--- src/rtl/ifetch_queue.sv ---
// ifetch_queue: sequential instruction fetch with a credit-limited FIFO and redirect flush
module ifetch_queue #(
    parameter int          DEPTH    = 4,
    parameter logic [31:0] PC_STEP  = 32'd4,
    parameter logic [31:0] RESET_PC = 32'd0
) (
    input  logic                       clk,
    input  logic                       reset,
    output logic                       memReq,
    output logic [31:0]                memAdr,
    input  logic                       memGnt,
    input  logic                       memRspV,
    input  logic [31:0]                memRspD,
    output logic                       iValid,
    output logic [31:0]                iReg,
    output logic [31:0]                iPc,
    input  logic                       iReady,
    input  logic                       jmpFlag,
    input  logic [31:0]                jmpTarget,
    input  logic                       halt,
    output logic [$clog2(DEPTH+1)-1:0] occupancy
);
    localparam int CW = $clog2(DEPTH + 1);
    localparam int AW = $clog2(DEPTH);
    logic [31:0]   fetchPc, rspPc;
    logic [31:0]   words [DEPTH];
    logic [31:0]   pcs [DEPTH];
    logic [AW-1:0] rdPtr, wrPtr;
    logic [CW-1:0] count, outs, stale, outsNext;
    logic          issue, keep, pop;
    // Queued plus in-flight never exceeds DEPTH, so every response has a slot.
    assign memReq    = !reset && !halt && !jmpFlag &&
                       (({1'b0, count} + {1'b0, outs}) < (CW+1)'(DEPTH));
    assign memAdr    = fetchPc;
    assign issue     = memReq && memGnt;
    assign keep      = memRspV && stale == '0 && !jmpFlag;
    assign iValid    = count != '0;
    assign pop       = iValid && iReady;
    assign iReg      = words[rdPtr];
    assign iPc       = pcs[rdPtr];
    assign occupancy = count;
    assign outsNext  = outs + CW'(issue) - CW'(memRspV);
    // Responses return in order, so the pc of the next kept word is just a running counter.
    always_ff @(posedge clk) begin
        if (reset) begin
            fetchPc <= RESET_PC;
            rspPc   <= RESET_PC;
            rdPtr   <= '0;
            wrPtr   <= '0;
            count   <= '0;
            outs    <= '0;
            stale   <= '0;
        end else begin
            outs <= outsNext;
            if (jmpFlag) begin
                fetchPc <= jmpTarget;
                rspPc   <= jmpTarget;
                rdPtr   <= wrPtr;
                count   <= '0;
                stale   <= outsNext;
            end else begin
                if (issue) fetchPc <= fetchPc + PC_STEP;
                if (memRspV && stale != '0) stale <= stale - CW'(1);
                if (keep) begin
                    wrPtr <= wrPtr + AW'(1);
                    rspPc <= rspPc + PC_STEP;
                end
                if (pop) rdPtr <= rdPtr + AW'(1);
                count <= count + CW'(keep) - CW'(pop);
            end
        end
    end
    always_ff @(posedge clk) begin
        if (keep) begin
            words[wrPtr] <= memRspD;
            pcs[wrPtr]   <= rspPc;
        end
    end
    always_ff @(posedge clk) begin
        if (!reset) assert (!(memRspV && count == CW'(DEPTH)));
    end
endmodule

--- config.mk ---
export PLATFORM = sky130hd
export DESIGN_NAME = ifetch_queue
export DESIGN_NICKNAME = d
export VERILOG_FILES = /design/src/rtl/ifetch_queue.sv
export SDC_FILE = /design/constraint.sdc
export NUM_CORES = 1
export LEC_CHECK = 0
export CAP_MARGIN = 20
export CORE_MARGIN = 5
export CORE_UTILIZATION = 25
export DETAILED_ROUTE_END_ITERATION = 10
export PLACE_DENSITY = 0.38
export SKIP_CTS_REPAIR_TIMING = 1
export SYNTH_ARGS = -nofsm -noshare
export SYNTH_HDL_FRONTEND = slang
export SYNTH_SLANG_ARGS = --single-unit
--- constraint.sdc ---
create_clock -name clk -period 4.9 [get_ports clk]
set_clock_uncertainty 0.15 [all_clocks]
set_input_delay 0.49 -clock clk [delete_from_list [all_inputs] [get_ports clk]]
set_output_delay 0.49 -clock clk [all_outputs]
set_load 0.005 [all_outputs]
# Word-level counts from Yosys, hierarchy flattened
# Memories as Yosys holds them, arrays and structs flattened. A register that Yosys moved wholly into a read port is not among the register bits.
# Index checks and enable logic that the tools add are counted.
# classes
n_addsub,10
magnitude_cmp,1
n_mux,14
n_bitwise,1
reduce_logical,20
# op_table
op,count
$mux W32,4
$add A32 B3 Y32 const B,2
$mux W2,6
$logic_and A1 B1 Y1,8
$reduce_bool A2 Y1,4
$add A3 B1 Y3,2
$mux W3,2
$reduce_bool A3 Y1,2
$sub A3 B1 Y3,2
$add A2 B1 Y2 const B,2
$add A3 B3 Y4,1
$lt A4 B3 Y1 const B,1
$logic_not A1 Y1,3
$logic_not A3 Y1,1
$sub A3 B1 Y3 const B,1
$mux W1,2
$reduce_and A2 Y1,1
$reduce_or A2 Y1,1
$not A1 Y1,1
# word_totals
register_bits,77
ram_bits,256
out_inout_bits,101
word_cells,55
n_memories,2
# memory_table
name,words,width,read_ports,rd_ports_with_merged_regs,write_ports,line,source
pcs,4,32,1,1,1,27,logic [31:0] pcs [DEPTH];
words,4,32,1,1,1,26,logic [31:0] words [DEPTH];

# Logic depth before layout (Yosys ltp)
# logic_depth
depth_word,8
ltp_mapped,13

# Worst setup path before layout
# OpenSTA, ideal clock, no wires.
# synth_path
kind,reg2reg
startpoint,"register count[2], in the netlist occupancy[2]"
endpoint,register stale[2]
arrival_time_ns,3.197
required_time_ns,4.633
path_slack_ns,1.436
stages_incl_launch_ff,14
n_path_buf,1
cell_sequence,dfxtp_1 -> ha_1 -> or4_4 -> nor3_4 -> inv_2 -> clkbuf_1 -> ha_1 -> inv_1 -> ha_1 -> fa_1 -> xnor2_1 -> xnor2_1 -> nor2_1 -> a22o_1
# synth_via
elab_chain_cells,7
# synth_rtl
element,line,source
start: declaration,29,"logic [CW-1:0] count, outs, stale, outsNext;"
start signal: assignment,69,count <= count + CW'(keep) - CW'(pop);
$add A3 B3 Y4,33,"(({1'b0, count} + {1'b0, outs}) < (CW+1)'(DEPTH));"
$lt A4 B3 Y1,33,
$logic_and A1 B1 Y1,32,assign memReq = !reset && !halt && !jmpFlag &&
$logic_and A1 B1 Y1,35,assign issue = memReq && memGnt;
$add A3 B1 Y3,42,assign outsNext = outs + CW'(issue) - CW'(memRspV);
$sub A3 B1 Y3,42,
$mux W3,55,if (jmpFlag) begin
end signal: assignment,60,stale <= outsNext;
end signal: assignment,63,if (memRspV && stale != '0) stale <= stale - CW'(1);
end: declaration,29,
# Every way passes these cells.
# A chain may end at the register's enable or synchronous reset.

# Final worst setup path
# Same ends and word-level chain as after synthesis.

==> reports/metrics.yaml <==
via_per_inst: 4.62
cts_buffers: 39
worstPathRequired_ns: 5.18
syn_to_final_growth_pct: 27.1
dp_hpwl_um: 24100
ys_async_sr_fraction_pct: 0
yosysSeqAreaShare_pct: 66.8
fin_nets: 1182
grt_pass1_wl_um: 57900
globalplace.congestion: 0.745
leakagePower_nw: 5.58
wl_met2_um: 17500
rows: 86
vias: 8619
reg2regPathDepth: 12
grt_usage_pct: 12.5
firstDrtPassIters: 5
max_slew_margin_pct: 44.9
drc: 0
wl_met1_um: 17600
crit_type: "register to register"
cap_violations: 0
core_um2: 55100
synth_edf_count: 256
wl_met3_um: 1930
setup_viol: 0
initial_core_util_pct: 25.2
critPathArrivalTime_ns: 3.99
drt_iter0_drc: 547
htree_levels: 2
run_status: "complete, no violations"
critPathMaxFanout: 26
min_period_over_period_pct: 75.6
clk_path_buf_depth: 3
syn_area_um2: 13900
critPathSlowestCell: "or4_4"
cts_tree: "built"
tightestPinTransition_ns: 0.826
max_freq_mhz: 270
cts.sinks: 335
syn_area_per_cell_um2: 15.0
overflow: 0
rsz0062_at_grt: "no"
slowest_delay_ns: 0.56
setup-tns-final_ns: 0
dieHeight_um: 246
hold_viol_final: 0
antenna_cells: 0
crit_chain: "ha_1 -> or4_4 -> nor3_4 -> inv_2 -> ha_1 -> inv_1 -> ha_1 -> fa_1 -> xnor2_1 -> xnor2_1 -> nor2_1 -> a22o_1"
die-area_um2: 60300
synth_ff_type: "edfxtp_1"
fillCellCount: 5512
drive_gt1_share_pct: 12.7
finalWirelength_um: 37800
grt_max_degree: 65
drv_slew: 0
ys_seq_elements: 335
io_buffers: 171
whs_path_depth: 3
clkTransAtPathRegs_ns: 0.06
synthCells: 926
wl_per_cell_um: 20.3
end_kind: "register"
dr.max_layer_used: "met4"
post-route-util_pct: 32.0
multi_input_area_um2: 4300
register_area_um2: 9280
cts-root-buf: "clkbuf_16"
cp-start-kind: "register"
crit_path_frequent_cell: "ha_1"
p_per_area_nw_per_um2: 383
antenna_found_initial: 0
vdd_drop_max_v: 0.000204
insertion_delay_ns: 0.54
synth.distinct_cells: 55
antenna_left: 0
grt_pass1_vias: 9085
die_w_um: 246
fin_crit_ns: 3.71
hold_path.class: "input pin to register"
io_pins: 172
synth_nets: 1013
yosysWarnings: 0
synth_stat cells, drive strengths merged (4+ instances only):
master   count  area share [%]
edfxtp     256              55
nand4       27             1.2
buf         16            0.49
o31ai        9            0.49
ha          14             1.3
clkbuf      40             1.1
nand2b       4            0.18
dfxtp       79              11
o21ai        8            0.29
and3        17            0.77
or4          8            0.46
a21oi       22            0.79
inv         27            0.73
and2        10            0.45
nor4        15            0.68
xor2         6            0.38
a311oi       8            0.50
o311ai      14            0.88
xnor2       13            0.82
nand3       23            0.83
nor2b       12            0.54
nor3        16            0.66
nand2       62             1.7
a31oi       17            0.77
or3         11            0.50
a2111oi      4            0.25
mux4        64              10
and4        15            0.95
nor2        43             1.2
a211oi      31             1.7
a211o        4            0.25
worst max-delay path, delay by kind of cell (launching register included):
family | cells | cell delay, ns
fa+ha+maj | 4 | 1.19
simple gates | 3 | 0.96
flops | 1 | 0.44
xor+xnor | 2 | 0.32
buf+inv | 2 | 0.29
compound gates | 1 | 0.26
final timing paths:
path	startpoint	slack [ns]	end
min reg2reg	memAdr[0]$_SDFFE_PP0P_	0.31	memAdr[0]$_SDFFE_PP0P_
max	occupancy[2]$_SDFF_PP0_	1.19	stale[2]$_SDFFE_PP0P_
min	jmpFlag	0.22	occupancy[0]$_SDFF_PP0_
max reg2reg	occupancy[2]$_SDFF_PP0_	1.19	stale[2]$_SDFFE_PP0P_
layout by cell type, fill, tap and decap left out, drive strengths merged, types with 3 or more instances in the layout:
master / synthesis / layout
and4: 15 / 15
or4: 8 / 8
a211o: 4 / 4
a21oi: 22 / 22
a211oi: 31 / 31
o311ai: 14 / 14
nand2: 62 / 62
inv: 27 / 28
o21ai: 8 / 8
a311oi: 8 / 8
nor2b: 12 / 12
and2: 10 / 10
clkdlybuf4s50: 0 / 169
ha: 14 / 14
nor2: 43 / 43
buf: 16 / 15
dfxtp: 79 / 79
a21bo: 3 / 3
and3: 17 / 17
mux4: 64 / 64
nor3: 16 / 16
a2111oi: 4 / 4
o21bai: 3 / 3
clkbuf: 40 / 49
nand4: 27 / 27
clkinv: 1 / 15
xor2: 6 / 6
edfxtp: 256 / 256
o31ai: 9 / 9
a311o: 3 / 3
xnor2: 13 / 13
nor4: 15 / 15
or3: 11 / 11
nand3: 23 / 23
nand2b: 4 / 4
a31oi: 17 / 17
state kept, by name (all words and copies together) (netlist names), named ones only:
signal / cells
pcs: 128
words: 128
memAdr: 32
rspPc: 32
occupancy: 3
outs: 3
stale: 3
rdPtr: 2
wrPtr: 2
power by group:
| part | total (mW) | switching [mW] | leakage [nW] | internal [mW] |
|---|---|---|---|---|
| Sequential | 3.30 | 0.114 | 2.99 | 3.19 |
| Clock | 2.69 | 1.11 | 0.572 | 1.58 |
| Combinational | 0.759 | 0.347 | 2.02 | 0.412 |
| Total | 6.75 | 1.57 | 5.58 | 5.18 |
kinds of logic after synthesis:
family / Yosys count / synth area share (%)
AOI/OAI and AO/OA: 132 / 6.86
xor gates and xnor gates: 19 / 1.20
adders and majority gates: 16 / 1.55
buffers and inverters: 84 / 2.33
DFF: 335 / 66.8
muxes: 66 / 10.5
and+or+nand+nor: 274 / 10.7
final cells by class:
type,count,share of cell area [%]
clock buffer,49,6.04
clock inverter,16,0.532
inverter,28,0.596
multi-input combinational,507,24.4
sequential,335,52.6
tap,748,5.31
timing repair buffer,184,10.6
per-stage QoR:
step	setup slack, ns	total power, mW	cell area [µm²]	hold slack, ns	instances
after global placement	1.02	4.15	16500	0.295	1802
after CTS	1.16	6.89	17600	0.207	1867
final	1.19	6.75	17600	0.224	1867
after detailed placement	1.02	4.14	16500	0.300	1802
after global routing	0.928	7.08	17600	0.217	1867
after floorplan	1.44	3.71	13900	0.303	926
per-layer routing:
layer	vias to the layer above	GRT usage (%)
li1	4044	-
met1	4341	17.0
met2	185	19.9
met3	49	2.89
met4	0	3.56
met5	-	0
Note: power is estimated with default switching activity, not from simulation.
